==> config.mk <==
export PLATFORM = sky130hd
export DESIGN_NAME = multicycle_controller_flat
export DESIGN_NICKNAME = d
export VERILOG_FILES = /design/src/rtl/multicycle_controller_if.sv /design/src/rtl/multicycle_controller.sv /design/src/flat_wrapper.sv
export SDC_FILE = /design/constraint.sdc
export NUM_CORES = 1
export LEC_CHECK = 0
export CORE_MARGIN = 5
export CORE_UTILIZATION = 45
export DETAILED_ROUTE_END_ITERATION = 12
export PLACE_DENSITY = 0.72
export REMOVE_ABC_BUFFERS = 1
export SLEW_MARGIN = 25
export SYNTH_ARGS = -nofsm -noshare
export SYNTH_HDL_FRONTEND = slang
export SYNTH_SLANG_ARGS = --single-unit
==> constraint.sdc <==
create_clock -name clk -period 3.9 [get_ports clk]
set_input_delay 0.78 -clock clk [delete_from_list [all_inputs] [get_ports clk]]
set_output_delay 0.78 -clock clk [all_outputs]
set_load 0.005 [all_outputs]
==> src/rtl/multicycle_controller_if.sv <==
// Handshake and control bundle between the multicycle sequencer,
// the instruction/data memories and the datapath.
interface multicycle_controller_if #(
  parameter int RET_W = 16
) ();
  logic             run;
  logic             imem_ready;
  logic [2:0]       inst;
  logic             dmem_ready;
  logic             imem_req;
  logic             ir_load;
  logic             pc_inc;
  logic             alu_op;
  logic             alu_src;
  logic             dmem_req;
  logic             dmem_we;
  logic             reg_we;
  logic             wb_sel;
  logic             busy;
  logic [1:0]       fault;
  logic [RET_W-1:0] retired;

  modport master (
    input  run, imem_ready, inst, dmem_ready,
    output imem_req, ir_load, pc_inc,
    output alu_op, alu_src,
    output dmem_req, dmem_we,
    output reg_we, wb_sel,
    output busy, fault, retired
  );

  modport slave (
    output run, imem_ready, inst, dmem_ready,
    input  imem_req, ir_load, pc_inc,
    input  alu_op, alu_src,
    input  dmem_req, dmem_we,
    input  reg_we, wb_sel,
    input  busy, fault, retired
  );
endinterface

==> src/rtl/multicycle_controller.sv <==
// Multicycle F/D/E/M/W sequencer for the five-opcode core.
// Sticky fault on illegal opcode or memory timeout.
module multicycle_controller #(
  parameter int RET_W    = 16,
  parameter int MAX_WAIT = 15
) (
  input  logic clk,
  input  logic rst_n,
  multicycle_controller_if.master bus
);

  localparam int WW = $clog2(MAX_WAIT) + 1;

  localparam logic [2:0] S_IDLE  = 3'd0;
  localparam logic [2:0] S_FETCH = 3'd1;
  localparam logic [2:0] S_DEC   = 3'd2;
  localparam logic [2:0] S_EXEC  = 3'd3;
  localparam logic [2:0] S_MEM   = 3'd4;
  localparam logic [2:0] S_WB    = 3'd5;
  localparam logic [2:0] S_FAULT = 3'd6;

  localparam logic [2:0] OP_ADDI = 3'd1;
  localparam logic [2:0] OP_SW   = 3'd2;
  localparam logic [2:0] OP_LW   = 3'd3;
  localparam logic [2:0] OP_SLL  = 3'd4;

  localparam logic [1:0] F_ILL  = 2'd1;
  localparam logic [1:0] F_IMEM = 2'd2;
  localparam logic [1:0] F_DMEM = 2'd3;

  localparam logic [WW-1:0] WAIT_LAST = WW'(MAX_WAIT - 1);

  logic [2:0]       state_q, state_d;
  logic [2:0]       op_q, op_d;
  logic [WW-1:0]    wait_q, wait_d;
  logic [RET_W-1:0] ret_q, ret_d;
  logic [1:0]       fault_q, fault_d;
  logic             retire;
  logic             in_dp;

  // Next-state, wait counting, fault capture and retire.
  always_comb begin
    state_d = state_q;
    op_d    = op_q;
    wait_d  = wait_q;
    ret_d   = ret_q;
    fault_d = fault_q;
    retire  = 1'b0;
    unique case (state_q)
      S_IDLE: begin
        wait_d = '0;
        if (bus.run) state_d = S_FETCH;
      end
      S_FETCH: begin
        if (bus.imem_ready) begin
          op_d    = bus.inst;
          wait_d  = '0;
          state_d = S_DEC;
        end else if (wait_q == WAIT_LAST) begin
          state_d = S_FAULT;
          fault_d = F_IMEM;
        end else begin
          wait_d = wait_q + WW'(1);
        end
      end
      S_DEC: begin
        if (op_q > OP_SLL) begin
          state_d = S_FAULT;
          fault_d = F_ILL;
        end else begin
          state_d = S_EXEC;
        end
      end
      S_EXEC: begin
        wait_d = '0;
        if (op_q == OP_SW || op_q == OP_LW)
          state_d = S_MEM;
        else
          state_d = S_WB;
      end
      S_MEM: begin
        if (bus.dmem_ready) begin
          if (op_q == OP_SW) retire = 1'b1;
          else               state_d = S_WB;
        end else if (wait_q == WAIT_LAST) begin
          state_d = S_FAULT;
          fault_d = F_DMEM;
        end else begin
          wait_d = wait_q + WW'(1);
        end
      end
      S_WB:    retire  = 1'b1;
      S_FAULT: state_d = S_FAULT;
      default: state_d = S_IDLE;
    endcase
    if (retire) begin
      ret_d   = ret_q + RET_W'(1);
      wait_d  = '0;
      state_d = bus.run ? S_FETCH : S_IDLE;
    end
  end

  // Controller state registers.
  always_ff @(posedge clk or negedge rst_n) begin
    if (!rst_n) begin
      state_q <= S_IDLE;
      op_q    <= '0;
      wait_q  <= '0;
      ret_q   <= '0;
      fault_q <= '0;
    end else begin
      state_q <= state_d;
      op_q    <= op_d;
      wait_q  <= wait_d;
      ret_q   <= ret_d;
      fault_q <= fault_d;
    end
  end

  assign in_dp = (state_q == S_EXEC) ||
                 (state_q == S_MEM)  ||
                 (state_q == S_WB);

  assign bus.imem_req = (state_q == S_FETCH);
  assign bus.ir_load  = bus.imem_req & bus.imem_ready;
  assign bus.pc_inc   = bus.ir_load;
  assign bus.alu_op   = in_dp & (op_q == OP_SLL);
  assign bus.alu_src  = in_dp & (op_q == OP_ADDI);
  assign bus.dmem_req = (state_q == S_MEM);
  assign bus.dmem_we  = bus.dmem_req & (op_q == OP_SW);
  assign bus.reg_we   = (state_q == S_WB);
  assign bus.wb_sel   = in_dp & (op_q == OP_LW);
  assign bus.busy     = (state_q != S_IDLE) &&
                        (state_q != S_FAULT);
  assign bus.fault    = fault_q;
  assign bus.retired  = ret_q;

endmodule
==> src/flat_wrapper.sv <==
// flat-port wrapper written by rule: the top's interface ports become plain ports
module multicycle_controller_flat 
#(
  parameter int RET_W    = 16,
  parameter int MAX_WAIT = 15
)
  (clk, rst_n, bus_run, bus_imem_ready, bus_inst, bus_dmem_ready, bus_imem_req, bus_ir_load, bus_pc_inc, bus_alu_op, bus_alu_src, bus_dmem_req, bus_dmem_we, bus_reg_we, bus_wb_sel, bus_busy, bus_fault, bus_retired);
  multicycle_controller_if #(.RET_W(RET_W)) bus_i ();
  input  logic clk;
  input  logic rst_n;
  input wire logic [$bits(bus_i.run)-1:0] bus_run;
  input wire logic [$bits(bus_i.imem_ready)-1:0] bus_imem_ready;
  input wire logic [$bits(bus_i.inst)-1:0] bus_inst;
  input wire logic [$bits(bus_i.dmem_ready)-1:0] bus_dmem_ready;
  output wire logic [$bits(bus_i.imem_req)-1:0] bus_imem_req;
  output wire logic [$bits(bus_i.ir_load)-1:0] bus_ir_load;
  output wire logic [$bits(bus_i.pc_inc)-1:0] bus_pc_inc;
  output wire logic [$bits(bus_i.alu_op)-1:0] bus_alu_op;
  output wire logic [$bits(bus_i.alu_src)-1:0] bus_alu_src;
  output wire logic [$bits(bus_i.dmem_req)-1:0] bus_dmem_req;
  output wire logic [$bits(bus_i.dmem_we)-1:0] bus_dmem_we;
  output wire logic [$bits(bus_i.reg_we)-1:0] bus_reg_we;
  output wire logic [$bits(bus_i.wb_sel)-1:0] bus_wb_sel;
  output wire logic [$bits(bus_i.busy)-1:0] bus_busy;
  output wire logic [$bits(bus_i.fault)-1:0] bus_fault;
  output wire logic [$bits(bus_i.retired)-1:0] bus_retired;
  assign bus_i.run = bus_run;
  assign bus_i.imem_ready = bus_imem_ready;
  assign bus_i.inst = bus_inst;
  assign bus_i.dmem_ready = bus_dmem_ready;
  assign bus_imem_req = bus_i.imem_req;
  assign bus_ir_load = bus_i.ir_load;
  assign bus_pc_inc = bus_i.pc_inc;
  assign bus_alu_op = bus_i.alu_op;
  assign bus_alu_src = bus_i.alu_src;
  assign bus_dmem_req = bus_i.dmem_req;
  assign bus_dmem_we = bus_i.dmem_we;
  assign bus_reg_we = bus_i.reg_we;
  assign bus_wb_sel = bus_i.wb_sel;
  assign bus_busy = bus_i.busy;
  assign bus_fault = bus_i.fault;
  assign bus_retired = bus_i.retired;
  multicycle_controller #(.RET_W(RET_W), .MAX_WAIT(MAX_WAIT)) u_core (.clk(clk), .rst_n(rst_n), .bus(bus_i));
endmodule
==> Word-level counts from Yosys, hierarchy flattened <==
Index checks and enable logic that the tools add are counted.
{ "op_classes": {"mul": 0, "bitwise_logic": 5, "n_reduce_logical": 13, "shifts": 0, "addsub": 2, "muxes": 24, "n_div": 0, "n_eq_ne": 21, "n_lt_le_gt_ge": 1} }
{ "op_table": {"columns": ["cell", "n"], "rows": [
  ["3-bit 2-to-1 mux", 7],
  ["3-bit one-hot mux with 7 select lines", 1],
  ["5-bit 2-to-1 mux", 4],
  ["16-bit by 1-bit adder with 16-bit output, second input constant", 1],
  ["5-bit one-hot mux with 3 select lines", 1],
  ["3-bit by 2-bit equality test with 1-bit output, second input constant", 4],
  ["3-bit equality test, second input constant", 4],
  ["2-bit 2-to-1 mux", 5],
  ["2-bit != test, second input constant", 4],
  ["3-bit by 1-bit equality test with 1-bit output, second input constant", 2],
  ["3-bit != test, second input constant", 2],
  ["2-bit one-hot mux with 3 select lines", 1],
  ["6-bit AND reduction", 1],
  ["3-bit nonzero test", 2],
  ["5-bit by 1-bit adder with 5-bit output, second input constant", 1],
  ["1-bit bitwise AND", 5],
  ["5-bit by 4-bit equality test with 1-bit output, second input constant", 1],
  ["1-bit 2-to-1 mux", 4],
  ["2-bit by 1-bit != test with 1-bit output, second input constant", 2],
  ["4-bit != test, second input constant", 1],
  ["2-bit AND reduction", 2],
  ["4-bit nonzero test", 1],
  ["3-bit > comparator, second input constant", 1],
  ["3-bit zero test", 1],
  ["other kinds (6)", 8]
]} }
{ "word_totals": {"word_cells": 71, "memories": 0, "mem_bits_rw": 0, "romBits": 0, "latch_bits": 0, "inputBits": 8, "regBits": 29, "out_inout_bits": 28} }

==> Logic depth before layout (Yosys ltp) <==
Gate-level depths: netlist of the first run.
{ "logic_depth": {"depth_word": 6, "mapped_depth": 7} }

==> Worst setup path before layout of the first run <==
No wires, ideal clock.
{ "synth_path": {"kind": "input to output", "start": "input bus_imem_ready", "end": "output bus_pc_inc", "arrival_time_ns": 1.218, "required_time_ns": 3.120, "path_stages": 3, "slack_ns": 1.902, "path_cell_list": "and2_1 > clkbuf_1 > buf_4"} }
{ "synth_via": {"elab_chain_cells": 1} }
{ "synth_lines": {"columns": ["item", "line", "source"], "rows": [
  ["from (decl)", "flat_wrapper.sv:12", "input wire logic [$bits(bus_i.imem_ready)-1:0] bus_imem_ready;"],
  ["1-bit bitwise AND", "multicycle_controller.sv:125", "assign bus.ir_load = bus.imem_req & bus.imem_ready;"],
  ["to (decl)", "flat_wrapper.sv:17", "output wire logic [$bits(bus_i.pc_inc)-1:0] bus_pc_inc;"]
]} }
No other way between the ends.

==> Worst setup path in the final report of the first run <==
{ "layout_path": {"start": "register u_core.state_q[0]", "end": "output bus_ir_load"} }
{ "layout_via": {"elab_chain_cells": 2} }
{ "layout_lines": {"columns": ["item", "line", "source"], "rows": [
  ["from (decl)", "multicycle_controller.sv:33", "logic [2:0] state_q, state_d;"],
  ["from (signal assigned)", "multicycle_controller.sv:112", "state_q <= state_d;"],
  ["3-bit by 1-bit equality test with 1-bit output", "multicycle_controller.sv:124", "assign bus.imem_req = (state_q == S_FETCH);"],
  ["1-bit bitwise AND", "multicycle_controller.sv:125", null],
  ["to (decl)", "flat_wrapper.sv:16", "output wire logic [$bits(bus_i.ir_load)-1:0] bus_ir_load;"]
]} }
No other way between the ends.

==> results of run 1 <==
==> stage by stage <==
stage	area, sq um	setup WS (ns)	hold slack, ns	utilization
after global placement	2030	1.02	0.461	0.563
after detailed placement	2030	1.00	0.466	0.563
after global routing	2110	0.885	0.487	0.585
final	2110	0.985	0.469	0.585
after CTS	2110	0.993	0.474	0.585
after floorplan	1610	1.99	0.468	-
==> cell type report <==
cell class / instances / area [sq um]
fill: 322 / 1500
multi-input combinational: 125 / 872
sequential: 29 / 726
timing repair buffer: 36 / 358
clock buffer: 8 / 80.1
tap: 48 / 60.1
inverter: 4 / 15.0
==> per-layer routing <==
| layer | up-vias | track usage | routed length (microns) |
|---|---|---|---|
| met5 | - | 0 | 0 |
| met3 | 5 | 0.0554 | 208 |
| met2 | 38 | 0.269 | 1870 |
| li1 | 672 | - | - |
| met4 | 0 | 0.0543 | 45 |
| met1 | 684 | 0.208 | 1730 |
==> worst paths after layout <==
| path | end | slack, ns |
|---|---|---|
| setup reg to reg | u_core.bus.retired[1] | 2.09 |
| min in group asynchronous | u_core.state_q[0] | 0.88 |
| hold / removal | u_core.bus.retired[15] | 0.47 |
| setup / recovery | bus_ir_load | 0.99 |
| max in group asynchronous | u_core.bus.fault[0] | 2.75 |
| hold reg to reg | u_core.bus.retired[15] | 0.47 |
==> cell usage in the layout (no fill, tap or decap), types with 2 or more instances in the layout <==
master | netlist | layout
nand4_1 | 13 | 13
nor2_1 | 12 | 12
a21oi_2 | 2 | 2
o21ai_0 | 4 | 4
o21a_1 | 2 | 2
nand2_1 | 12 | 12
or3b_1 | 2 | 2
o21ai_1 | 2 | 2
mux2_2 | 4 | 4
nor2b_1 | 5 | 5
dfrtp_1 | 29 | 29
clkbuf_1 | 7 | 3
nor3_1 | 5 | 5
a21oi_1 | 3 | 3
o221ai_1 | 2 | 2
nor3b_2 | 2 | 2
nand3_1 | 6 | 6
clkdlybuf4s50_1 | 0 | 35
and3_1 | 2 | 2
xnor2_1 | 14 | 14
nand2b_1 | 2 | 2
and2_1 | 4 | 4
a211oi_1 | 2 | 2
clkbuf_8 | 0 | 5
a31oi_1 | 2 | 2
inv_1 | 4 | 4
ha_1 | 3 | 3
==> logic make-up after synthesis <==
kind of cell	after synthesis	share of synthesized area
compound gates	30	0.143
xor+xnor	15	0.0793
fa+ha+maj	3	0.0227
buf+inv	14	0.0355
flops	29	0.438
mux	4	0.0272
simple gates	73	0.255
==> worst max-delay path: stages, from the launching register on <==
cell and delay (ns):
dfrtp_1 0.63, nor3b_2 0.39, and2_1 0.29, clkdlybuf4s50_1 0.54
==> sequential cells by signal, summed over array words and instances (netlist names) <==
register	cells
u_core.bus.fault	2
u_core.bus.retired	16
u_core.op_q	3
u_core.state_q	3
u_core.wait_q	5
==> where the power goes <==
group | total [uW] | switching [uW] | leakage [uW] | internal [uW]
registers | 489 | 128 | 0.000383 | 361
clock network | 230 | 104 | 0.0000395 | 126
logic | 454 | 205 | 0.000409 | 249
==> flow_summary.ini, run 1 <==
[flow_run]
drv_cap = 0

[logic_synthesis]
synthesis.yosys.warnings = 0
netlist.top_cell.by_area = dfrtp_1
synthesis.instances = 168
synth_area_sq_um = 1660
synth_top_area_share = 0.438
netlist_top_cells_area = dfrtp_1 44%, xnor2_1 7.4%, nand4_1 4.9%, mux2_2 2.7%, nand2_1 2.7%
synthFlopType = dfrtp_1
ys_seq_elements = 29
synthArstFlopShare = 1.00
ys_seq_area_frac = 0.438
synthMostInstantiatedCell = dfrtp_1
distinct_cell_type_count_after_synthesis = 47
yosys-top-cells-count = 29 x dfrtp_1, 14 x xnor2_1, 13 x nand4_1, 12 x nand2_1, 12 x nor2_1
synth_enable_flop_cells = 0
synth_area_per_cell_sq_um = 9.86

[grt]
grt-ovfl-total = 0
grt.total_usage = 0.166
initial_antenna_violation_count = 0
first_global_vias = 1392
global_route_wire_length_before_repair_mm = 6.64
grt_start_max_net_pins = 30

[clock_network]
post-cts-setup-buffers = 0
number_of_levels_in_the_clock_h_tree = 2
clock_tree.root_cell = clkbuf_8
cts-root-to-sink-buffers = 2
cts-buffers-inserted = 5
tritoncts = yes
worst_setup_hold_path_clk_slew_ns = 0.06
cts_resized = 0
cts.sink_count = 29
cts-hold-fix-buffers = 0
clock_insertion_delay_worst_skew_ns = 0.28

[timing]
final.min_clock_period_ns = 2.91
fmax_mhz = 343
skew_ns = 0.00310
max-slew-margin-rel = 0.687
setup_viol_count_final = 0
finalSetupTns_ns = 0
worst-slew-pin-transition_ns = 0.470
maxSlewViolCount = 0
final_hold_viol_count = 0
period_share = 0.747
rsz0062_at_grt = no

[placement]
globalplace.congestion = 0.866
place_inst = 242
port_buffer_count = 35
dpl.hpwl_mm = 2.85

[final_layout]
drive_above_1_share = 0.0941
synthToLayoutAreaGrowth_pct = 27.4
finalNetCount = 212
layoutNonFillerInstCount = 250
antenna-diode-count = 0

[die]
initial_core_util = 0.459
die-height_microns = 70.7
die_width_microns = 70.7
fp.dieArea_sq_um = 4990
io_pins = 36
coreArea_sq_um = 3610
num_rows = 22

[route]
starting_drt_drc_count = 199
route.final.wire_length_mm = 3.85
postRouteAntennaNets = 0
viasPerCell = 5.60
routed_wire_length_per_instance_microns = 15.4
vias = 1399
drt_first_pass_iters = 4
drc = 0

[pwr]
p_leak_uw = 0.000832
worst_vdd_ir_uv = 405
power.density_nw_per_um2 = 556
post-layout-total-power_uw = 1170

[hold_path]
worst_hold_startpoint = u_core.bus.retired[15]
timing.hold.worst.class = reg2reg
hold_path_depth = 1

[worst_setup_path]
cp-startpoint = u_core.state_q[0]
cp.arrival_ns = 2.13
timing.critical_path.fanout_max = 18
critical_path.startpoint_type = flip-flop
crit_type = reg2out
crit_path_end_kind = primary output
reg2regPathDepth = 3
reg2reg_from = u_core.state_q[2]
crit_required_ns = 3.12

[outcome]
outcome = finished, final reports clean
Note: power is estimated with default switching activity, not from simulation.
==> inputs of run 2 (changes only) <==
==> constraint.sdc (replaced) <==
create_clock -name clk -period 2.75 [get_ports clk]
set_input_delay 0.55 -clock clk [delete_from_list [all_inputs] [get_ports clk]]
set_output_delay 0.55 -clock clk [all_outputs]
set_load 0.005 [all_outputs]
==> flow_summary.ini, run 2 (synthesis gave the netlist of run 1 again) <==
[outcome]
outcome = finished, final reports clean

[pwr]
share_seq_of_total_power = 0.392
worst_vdd_ir_uv = 518
power.density_nw_per_um2 = 796
internal_power_uw = 1070
p_switching_uw = 617
p_leak_uw = 0.000841
comb_power_share = 0.404
swShare = 0.365
power_frac_clock = 0.204

[timing]
setup_viol_count_final = 0
skew_ns = 0.00704
final_hold_viol_count = 0
finalSetupTns_ns = 0
period_share = 0.953
maxSlewViolCount = 0
worst-slew-pin-transition_ns = 0.464
fmax_mhz = 381
max-slew-margin-rel = 0.691
final.min_clock_period_ns = 2.62
rsz0062_at_grt = no

[final_layout]
synthToLayoutAreaGrowth_pct = 28.2
layout_common_cells = 35 x clkdlybuf4s50_1, 29 x dfrtp_1, 14 x xnor2_1, 13 x nand4_1
finalNetCount = 213
n_fill_cell = 317
post-route-util = 0.589
largest_reg_flops = 16
antenna-diode-count = 0
drive_above_1_share = 0.104
most_common_library_cell_in_the_layout_ignoring_fill_and_taps = clkdlybuf4s50_1

[grt]
grt.total_usage = 0.166
first_global_vias = 1403
grt_start_max_net_pins = 30
initial_antenna_violation_count = 0
grt-ovfl-total = 0
global_route_wire_length_before_repair_mm = 6.61

[worst_setup_path]
crit_type = reg2out
reg2reg_from = u_core.state_q[2]
critical_path.startpoint_type = flip-flop
timing.critical_path.slowest_cell_delay_ns = 0.55
cp-startpoint = u_core.state_q[2]
crit_path_end_kind = primary output
reg2regPathDepth = 3
crit_required_ns = 2.20
r2r_end = u_core.bus.retired[1]
cp.arrival_ns = 2.07
worst-r2r-setup-slack_ns = 0.91
worstPathCellList = nor3b_2 -> and2_1 -> clkdlybuf4s50_1
timing.critical_path.to = bus_pc_inc
critical-path-slowest-cell = clkdlybuf4s50_1
timing.critical_path.fanout_max = 17

[clock_network]
number_of_levels_in_the_clock_h_tree = 2
cts.sink_count = 29
clock_insertion_delay_worst_skew_ns = 0.28
post-cts-setup-buffers = 0
cts_resized = 0
cts-root-to-sink-buffers = 2
worst_setup_hold_path_clk_slew_ns = 0.06
clock_tree.root_cell = clkbuf_8
cts-buffers-inserted = 5
tritoncts = yes
cts-hold-fix-buffers = 0

[route]
postRouteAntennaNets = 0
vias = 1375
viasPerCell = 5.50
starting_drt_drc_count = 183
route.final.wire_length_mm = 3.80
drt_first_pass_iters = 4
drc = 0
routed_wire_length_per_instance_microns = 15.2

[die]
io_pins = 36
coreArea_sq_um = 3610
die_width_microns = 70.7
num_rows = 22
initial_core_util = 0.459
fp.dieArea_sq_um = 4990
die-height_microns = 70.7

[placement]
globalplace.congestion = 0.849
port_buffer_count = 35
dpl.hpwl_mm = 2.75

[flow_run]
drv_cap = 0

[hold_path]
timing.hold.worst.class = reg2reg
[run 2: cell count changes in the layout (fill, tap and decap cells not counted)]
cell and delta:
buf_4 +1, clkbuf_1 -2, clkbuf_8 +1
[run 2: worst min-delay path by stage]
stage | start | end | slack, ns | cells past startpoint
after global placement | u_core.bus.retired[15] | u_core.bus.retired[15] | 0.46 | 1
after floorplan | rst_n | u_core.bus.fault[0] | 0.25 | 0
after CTS | u_core.bus.retired[13] | u_core.bus.retired[13] | 0.51 | 1
after global routing | u_core.bus.retired[15] | u_core.bus.retired[15] | 0.53 | 1
final | u_core.bus.retired[13] | u_core.bus.retired[13] | 0.50 | 1
after detailed placement | u_core.bus.retired[15] | u_core.bus.retired[15] | 0.47 | 1
[run 2: power groups by stage]
stage / registers [uW] / logic [uW] / clock network [uW]
after floorplan: 653 / 391 / 0
after global placement: 656 / 665 / 0
after detailed placement: 668 / 686 / 0
after CTS: 661 / 689 / 359
after global routing: 684 / 751 / 375
final: 663 / 684 / 344
[run 2: worst max-delay path: cells and delay by family, from the launching register on]
kind | cells | cell delay, ns
and+or+nand+nor | 2 | 0.70
buffers and inverters | 1 | 0.55
DFF | 1 | 0.54
[run 2: final cells by class]
| class | instances | area [sq um] | area share |
|---|---|---|---|
| Timing Repair Buffer | 37 | 365 | 0.172 |
| Sequential cell | 29 | 726 | 0.342 |
| Multi-Input combinational cell | 125 | 872 | 0.410 |
| Inverter | 4 | 15.0 | 0.00707 |
| Clock buffer | 7 | 86.3 | 0.0406 |
| Tap cell | 48 | 60.1 | 0.0283 |
[run 2: metrics by stage]
step / area [sq um] / total power, uW / hold slack (ns) / std cells / setup WS [ns]
floorplan: 1610 / 1040 / 0.254 / 158 / 1.07
global placement: 2040 / 1320 / 0.461 / 243 / 0.328
detailed placement: 2040 / 1350 / 0.466 / 243 / 0.290
CTS: 2120 / 1710 / 0.508 / 250 / 0.140
global route: 2120 / 1810 / 0.530 / 250 / 0.0288
finish: 2120 / 1690 / 0.502 / 250 / 0.129
[run 2: metal layers]
metal,GRT usage,up-vias,share of wire
met5,0,-,0
li1,-,672,-
met2,0.280,43,0.50
met3,0.0611,8,0.055
met1,0.191,652,0.43
met4,0.0710,0,0.015
